[config.mk]
export PLATFORM = sky130hd
export DESIGN_NAME = mispredict_recovery_ctrl
export DESIGN_NICKNAME = d
export VERILOG_FILES = /design/src/rtl/mispredict_recovery_ctrl.sv
export SDC_FILE = /design/constraint.sdc
export NUM_CORES = 1
export LEC_CHECK = 0
export CORE_ASPECT_RATIO = 0.5
export CORE_MARGIN = 3
export CORE_UTILIZATION = 39
export CTS_CLUSTER_SIZE = 30
export DETAILED_ROUTE_END_ITERATION = 10
export GPL_TIMING_DRIVEN = 0
export PLACE_DENSITY = 0.73
export SYNTH_ARGS = -nofsm -noshare
export SYNTH_HDL_FRONTEND = slang
export SYNTH_SLANG_ARGS = --single-unit
export TNS_END_PERCENT = 20
[constraint.sdc]
create_clock -name clock -period 2.07 [get_ports clock]
set_clock_uncertainty 0.15 [all_clocks]
set_input_delay 0.414 -clock clock [delete_from_list [all_inputs] [get_ports clock]]
set_output_delay 0.414 -clock clock [all_outputs]
set_load 0.05 [all_outputs]
[src/rtl/mispredict_recovery_ctrl.sv]
// -----------------------------------------------------------------------------
// mispredict_recovery_ctrl
//
// Sequences pipeline recovery after retire flags a mispredicted branch at the
// ROB head: a global flush pulse, then a chunked copy of the architectural map
// table into the speculative map table, then a redirect PC handed to fetch
// over a valid/ready handshake. Retire and dispatch stay stalled throughout.
//
// Ports
//   clock               in   system clock
//   reset               in   synchronous, active-high
//   mispredict          in   retire-stage mispredict pulse (sampled in IDLE only)
//   mispred_target      in   correct next PC of the mispredicted branch
//   redirect_ready      in   fetch accepts the redirect
//   flush_o             out  squash ROB/RS/FU/fetch queues
//   freelist_rebuild_o  out  one-cycle pulse in the first restore cycle
//   restore_en_o        out  copy one arch->spec map chunk this cycle
//   restore_base_o      out  first arch register index of the chunk
//   restore_mask_o      out  per-lane valid (index < ARCH_COUNT)
//   redirect_valid_o    out  redirect PC valid to fetch
//   redirect_pc_o       out  captured mispred_target (0 outside REDIRECT)
//   stall_retire_o      out  block retire commits
//   stall_dispatch_o    out  block dispatch
//   busy_o              out  sequencer not idle
//   recovery_count_o    out  recoveries started, saturating at 16'hFFFF
// -----------------------------------------------------------------------------
`ifndef ARCH_REG_SZ
`define ARCH_REG_SZ 32
`endif

module mispredict_recovery_ctrl #(
  parameter int ARCH_COUNT   = `ARCH_REG_SZ,
  parameter int COPY_W       = 8,
  parameter int FLUSH_CYCLES = 1,
  parameter int ADDR_W       = 32,
  localparam int BASE_W      = (ARCH_COUNT > 1) ? $clog2(ARCH_COUNT) : 1
) (
  input  logic              clock,
  input  logic              reset,
  input  logic              mispredict,
  input  logic [ADDR_W-1:0] mispred_target,
  input  logic              redirect_ready,
  output logic              flush_o,
  output logic              freelist_rebuild_o,
  output logic              restore_en_o,
  output logic [BASE_W-1:0] restore_base_o,
  output logic [COPY_W-1:0] restore_mask_o,
  output logic              redirect_valid_o,
  output logic [ADDR_W-1:0] redirect_pc_o,
  output logic              stall_retire_o,
  output logic              stall_dispatch_o,
  output logic              busy_o,
  output logic [15:0]       recovery_count_o
);

  typedef enum logic [1:0] {
    S_IDLE,
    S_FLUSH,
    S_RESTORE,
    S_REDIRECT
  } state_t;

  // The chunk base runs one step past the last chunk before the sequencer
  // leaves RESTORE, so it is kept wide enough to hold ARCH_COUNT + COPY_W.
  localparam int IDX_W = $clog2(ARCH_COUNT + COPY_W + 1);
  localparam int FC_W  = (FLUSH_CYCLES > 1) ? $clog2(FLUSH_CYCLES) : 1;

  localparam logic [IDX_W-1:0] LP_COPY       = IDX_W'(COPY_W);
  localparam logic [IDX_W-1:0] LP_COUNT      = IDX_W'(ARCH_COUNT);
  localparam logic [FC_W-1:0]  LP_FLUSH_LOAD = FC_W'(FLUSH_CYCLES - 1);

  state_t              r_state;
  state_t              w_next_state;
  logic [FC_W-1:0]     r_flush_cnt;
  logic [IDX_W-1:0]    r_base;
  logic [ADDR_W-1:0]   r_pc;
  logic [15:0]         r_count;

  logic                w_accept;
  logic                w_flush_done;
  logic                w_last_chunk;
  logic [COPY_W-1:0]   w_mask;

  assign w_accept     = (r_state == S_IDLE) && mispredict;
  assign w_flush_done = (r_flush_cnt == '0);
  assign w_last_chunk = ((r_base + LP_COPY) >= LP_COUNT);

  // State register.
  // NOTE: sequential state is written with non-blocking assignments so every
  // flop samples pre-edge values regardless of block evaluation order.
  always_ff @(posedge clock) begin
    if (reset) begin
      r_state <= S_IDLE;
    end else begin
      r_state <= w_next_state;
    end
  end

  // Next-state logic.
  // NOTE: every always_comb output gets a default first, so no path can leave
  // it unassigned and infer a latch.
  always_comb begin
    w_next_state = r_state;
    unique case (r_state)
      S_IDLE:     if (mispredict)     w_next_state = S_FLUSH;
      S_FLUSH:    if (w_flush_done)   w_next_state = S_RESTORE;
      S_RESTORE:  if (w_last_chunk)   w_next_state = S_REDIRECT;
      S_REDIRECT: if (redirect_ready) w_next_state = S_IDLE;
      default:                        w_next_state = S_IDLE;
    endcase
  end

  // Sequence bookkeeping: captured target, flush down-counter, chunk base
  // and the saturating recovery counter.
  always_ff @(posedge clock) begin
    if (reset) begin
      r_flush_cnt <= '0;
      r_base      <= '0;
      r_pc        <= '0;
      r_count     <= '0;
    end else begin
      if (w_accept) begin
        r_pc        <= mispred_target;
        r_flush_cnt <= LP_FLUSH_LOAD;
        r_base      <= '0;
        if (r_count != 16'hFFFF) r_count <= r_count + 16'd1;
      end
      if ((r_state == S_FLUSH) && !w_flush_done) r_flush_cnt <= r_flush_cnt - FC_W'(1);
      if (r_state == S_RESTORE)                  r_base      <= r_base + LP_COPY;
    end
  end

  // Lane i of the current chunk is live only while its register index is in
  // range; this trims the final chunk when COPY_W does not divide ARCH_COUNT.
  always_comb begin
    w_mask = '0;
    for (int i = 0; i < COPY_W; i++) begin
      w_mask[i] = ((r_base + IDX_W'(i)) < LP_COUNT);
    end
  end

  // Output decode from registered state only.
  always_comb begin
    flush_o            = 1'b0;
    freelist_rebuild_o = 1'b0;
    restore_en_o       = 1'b0;
    restore_base_o     = '0;
    restore_mask_o     = '0;
    redirect_valid_o   = 1'b0;
    redirect_pc_o      = '0;
    unique case (r_state)
      S_FLUSH: flush_o = 1'b1;
      S_RESTORE: begin
        restore_en_o       = 1'b1;
        restore_base_o     = BASE_W'(r_base);
        restore_mask_o     = w_mask;
        freelist_rebuild_o = (r_base == '0);
      end
      S_REDIRECT: begin
        redirect_valid_o = 1'b1;
        redirect_pc_o    = r_pc;
      end
      default: ;
    endcase
  end

  assign stall_retire_o   = (r_state != S_IDLE);
  assign stall_dispatch_o = (r_state != S_IDLE);
  assign busy_o           = (r_state != S_IDLE);
  assign recovery_count_o = r_count;

endmodule

---- Yosys cells after proc, flatten, opt, wreduce, memory -nomap -nowiden ----
Cells that the tools add are included.
word-level totals
  bits in registers ....................... 57
  bits of input ports ..................... 36
  output and inout port bits .............. 68
  word-level logic and storage cells ...... 57
cells by class
  add/sub/neg operators ................... 10
  magnitude comparators ................... 9
  equal/unequal tests ..................... 8
  muxes and demuxes ....................... 16
  reduce and logical (&&, ||, !) cells .... 9
operator list
  operator                                                         number
  6-bit less-than comparator, second input constant                8
  32-bit two-way mux                                               1
  6-bit by 3-bit adder with 6-bit output, second input constant    4
  16-bit by 1-bit adder with 16-bit output, second input constant  1
  16-bit != test, second input constant                            1
  6-bit by 2-bit adder with 6-bit output, second input constant    2
  6-bit two-way mux                                                2
  2-bit two-way mux                                                4
  8-bit two-way mux                                                1
  2-bit != test, second input constant                             4
  2-bit case mux with 4 select lines                               1
  6-bit by 1-bit adder with 6-bit output, second input constant    1
  6-bit by 4-bit adder with 6-bit output, second input constant    1
  6-bit >= comparator, second input constant                       1
  6-bit zero test                                                  1
  1-bit two-way mux                                                6
  2-bit nonzero test                                               3
  5-bit two-way mux                                                1
  2-bit == test, second input constant                             2
  4-bit AND reduction                                              1
  2-bit by 1-bit == test with 1-bit output, second input constant  1
  1-bit logical AND                                                2
  2-bit zero test                                                  1
  2-bit AND reduction                                              1
  1-bit subtractor, second input constant                          1

---- Longest topological paths before layout ----
  depth after elaboration ................. 4
  gate-level depth with buffers ........... 7
  depth with buffers taken out ............ 6

---- Least setup slack after synthesis ----
OpenSTA, ideal clock, no wires.
  path type ............................... register -> output
  start ................................... register r_state[0]
  end ..................................... output freelist_rebuild_o
  data arrival time ....................... 3046 ps
  data required time ...................... 1506 ps
  slack ................................... -1540 ps
  cell stages (with the launch flop) ...... 5
  buffers on the path ..................... 0
  cell sequence ........................... dfxtp_1 > inv_1 > ha_1 > nor2b_1 > nor3b_1
on the way
  word-level cells in the longest chain between the ends .. 2
ends and longest elaborated chain
  what                    RTL line  RTL
  start, declared         72        state_t r_state;
  start signal, assigned  95        r_state <= w_next_state;
  2-bit == test           151       unique case (r_state)
  1-bit two-way mux       151
  end, declared           44        output logic freelist_rebuild_o,
Every way passes these cells.

---- Final worst setup path ----
  start ................................... register r_state[0]
  end ..................................... output restore_mask_o[4]
on the way
  word-level cells in the longest chain between the ends .. 2
ends and longest elaborated chain
  what               RTL line  RTL
  2-bit == test      151
  8-bit two-way mux  151
  end, declared      47        output logic [COPY_W-1:0] restore_mask_o,
Every way passes these cells.

==> key figures <==
Routing
  • Post-Route WL: 7552 um
  • Routed vias/inst: 5.009
  • Detailed Route Iter0 Violations: 134
  • DRT Pass-1 Iters: 4
  • WL/cell: 13.96 um
  • Remaining DRCs: 0
  • Post-route ant nets: 0
  • DR vias: 2710

GRT
  • GR Util met3: 3.890%
  • Total GRT Usage: 18.68%
  • Met1 GRT Util: 22.48%
  • GR Overflow Total: 0
  • Initial antenna violation count: 0
  • First-pass GRT wire length: 11830 um
  • Gr busiest metal: met2
  • M2 GR Usage: 34.30%
  • Vias in the first global route: 2592
  • Largest net degree at the start of global routing: 16

Outcome
  • Failing checks: setup timing
  • Status: complete, but fails checks

Floorplanning
  • Die ar.: 0.007773 mm2
  • Initial Util: 41.57%
  • Die height: 63.86 um
  • Core area: 0.006281 mm2
  • Rows: 20
  • Top Ports: 104
  • Die X-Extent: 121.7 um

STA
  • Final Cycle Share: 100.6%
  • Tmin final: 2.081 ns
  • Min Hold Slack: 0.2986 ns
  • Fmax: 0.4804 GHz
  • Hold Fails Final Rpt: 0
  • Slew @ Worst Pin: 0.5339 ns
  • Setup TNS Final: -0.04194 ns
  • Pins over their slew limit: 0
  • RSZ-0062 raised after global routing: yes
  • Slew HR: 64.41%
  • Final setup viols: 4
  • Setup ws final: -0.01145 ns

Worst hold path
  • HP Class: flop to flop
  • Hold Path Cell Cnt: 2
  • Hold worst-path end: r_pc[16]
  • Worst hold start: r_pc[16]

Setup path
  • Crit end category: output pin
  • Worst reg2reg setup slack: 0.02 ns
  • Worst R2R Path Depth: 6
  • Setup Crit Path Kind: flop to output pin
  • CP required: 1.51 ns
  • Reg-to-reg startpoint: r_state[0]
  • CP arrival: 1.52 ns
  • Max FO, Critical Path: 10
  • Setup crit start kind: flop
  • Reg2reg end: recovery_count_o[11]

Final layout
  • Layout cell share with drive strength beyond 1: 23.84%
  • # nets final: 496
  • Area growth syn-to-layout: 56.21%
  • Commonest non-fill, non-tap cells in the layout: nand2_1 (72), a21oi_1 (45), dfxtp_1 (45)
  • Commonest non-fill, non-tap cell in the layout: nand2_1
  • Final Cell Area: 0.004079 mm2
  • N_diodes: 0

Placed design
  • Post-DP HPWL: 5478 um
  • Placed cell area: 0.003830 mm2
  • IO buf count: 100
  • Gpl congestion: 0.8580
  • Dpl ws: -0.4883 ns

Logic synthesis
  • Netlist Area Pre-Place: 0.002611 mm2
  • Mapped Cells: 334
  • Syn Area/Cell: 7.818 um2
  • Post-synthesis sequential area ratio: 41.40%
  • Synth cell types: 38
  • Ys Warns: 0
  • FF+latch count, synth: 54

Power and ir drop
  • Overall Power: 3.825 mW
  • Max VDD drop: 0.0003611 V
  • PwrDens: 937.7 mW/mm2
  • P_leak: 1.726 nW

Clock network
  • Clock Tree Root: clkbuf_16
  • CTS tree: done
  • Clock Latency Late Sink: 0.29 ns
  • Clock tree sinks: 54
  • Clock buffer depth: 2
  • CTS Buf Count: 5
  • Clock transition at path regs: 0.07 ns
  • H-tree depth: 2

Run
  • Max cap viols: 0
[cell type report]
class	instances	area (um2)
buffer	28	197.7
clock buffer	8	157.7
fill	568	2202
inverter	7	31.28
multi-input combinational	247	1470
sequential	54	1097
tap	88	110.1
timing repair buffer	109	1015
[worst max path at each step]
stage | to | from | depth (start not counted)
after floorplan | freelist_rebuild_o | r_state[0] | 4
final | restore_mask_o[4] | r_state[0] | 6
after global routing | restore_mask_o[5] | r_state[0] | 6
after global placement | redirect_pc_o[27] | r_state[0] | 4
after CTS | recovery_count_o[9] | r_state[1] | 7
after detailed placement | redirect_pc_o[27] | r_state[0] | 4
[power by group]
group,switching [mW],leakage (nW),internal [mW]
Combinational,1.02,1.20,0.663
Clock,0.356,0.0763,0.523
Sequential,0.0851,0.445,1.18
[cell usage after synthesis (all sizes together)]
master   count  area share, %
and2        36            8.6
o211ai       1           0.29
a211oi       3           0.86
a21oi       45            8.6
a2111oi      1           0.34
mux2         2           0.86
clkbuf      14            2.0
inv          7            1.0
conb         1           0.14
nand3        5           0.96
nand3b       2           0.57
and3         2           0.48
or3b         1           0.34
o21ai        3           0.57
nor2        11            1.6
nand2b       1           0.24
o31a         1           0.34
a31oi        1           0.24
nand4        4           0.96
nor4         2           0.48
buf         15            3.7
a22oi        1           0.29
xnor2        1           0.34
nand2       72             10
nor3        10            1.9
mux2i        3            1.2
dfxtp       54             41
or4          4            1.2
o31ai        5            1.4
nor3b        2           0.57
and4         3            1.1
nor2b        9            2.2
nor4b        1           0.34
ha           8            3.8
or3          3           0.72
[registers in the layout (all words and copies together), names as in the netlist]
name              cells
recovery_count_o     16
r_flush_cnt           1
r_base                3
r_state               2
r_pc                 32
[what timing repair did]
action | CTS | global route
pin swaps | 2 | 9
endpoints found under the setup margin | 84 | 79
gates resized for setup | 249 | 81
cloned | 0 | 1
hold buffers | 0 | 0
setup buffers | 0 | 9
[kinds of logic (layout without fill, tap and decap cells)]
kind of cell | Yosys count | in the layout | share of synthesized area (%)
flip-flops | 54 | 54 | 41.40
adder cells (fa/ha/maj) | 8 | 8 | 3.833
AND/OR/NAND/NOR | 168 | 169 | 32.53
buffers and inverters | 36 | 152 | 6.756
multiplexers | 5 | 5 | 2.012
XOR/XNOR | 1 | 1 | 0.3355
other | 1 | 3 | 0.1436
AO/OA/AOI/OAI | 61 | 61 | 12.99
[worst max-delay path, stage by stage (launching register included)]
cell and delay [ns]:
dfxtp_4 0.36, inv_4 0.08, ha_4 0.18, buf_8 0.13, nor2b_4 0.22, buf_6 0.13
buf_8 0.13
[per-stage QoR]
stage,utilization [%],std cells
final,64.94,541
after global routing,64.94,541
after CTS,62.21,532
after detailed placement,60.98,524
after global placement,60.98,524
after floorplan,-,336
[metal layers]
layer  wire length, um  vias up
met5                 0        -
met3               387        9
met2              3853       63
met1              3203     1288
li1                  -     1350
met4               106        0
No activity file was read; power rests on OpenSTA's default activity.
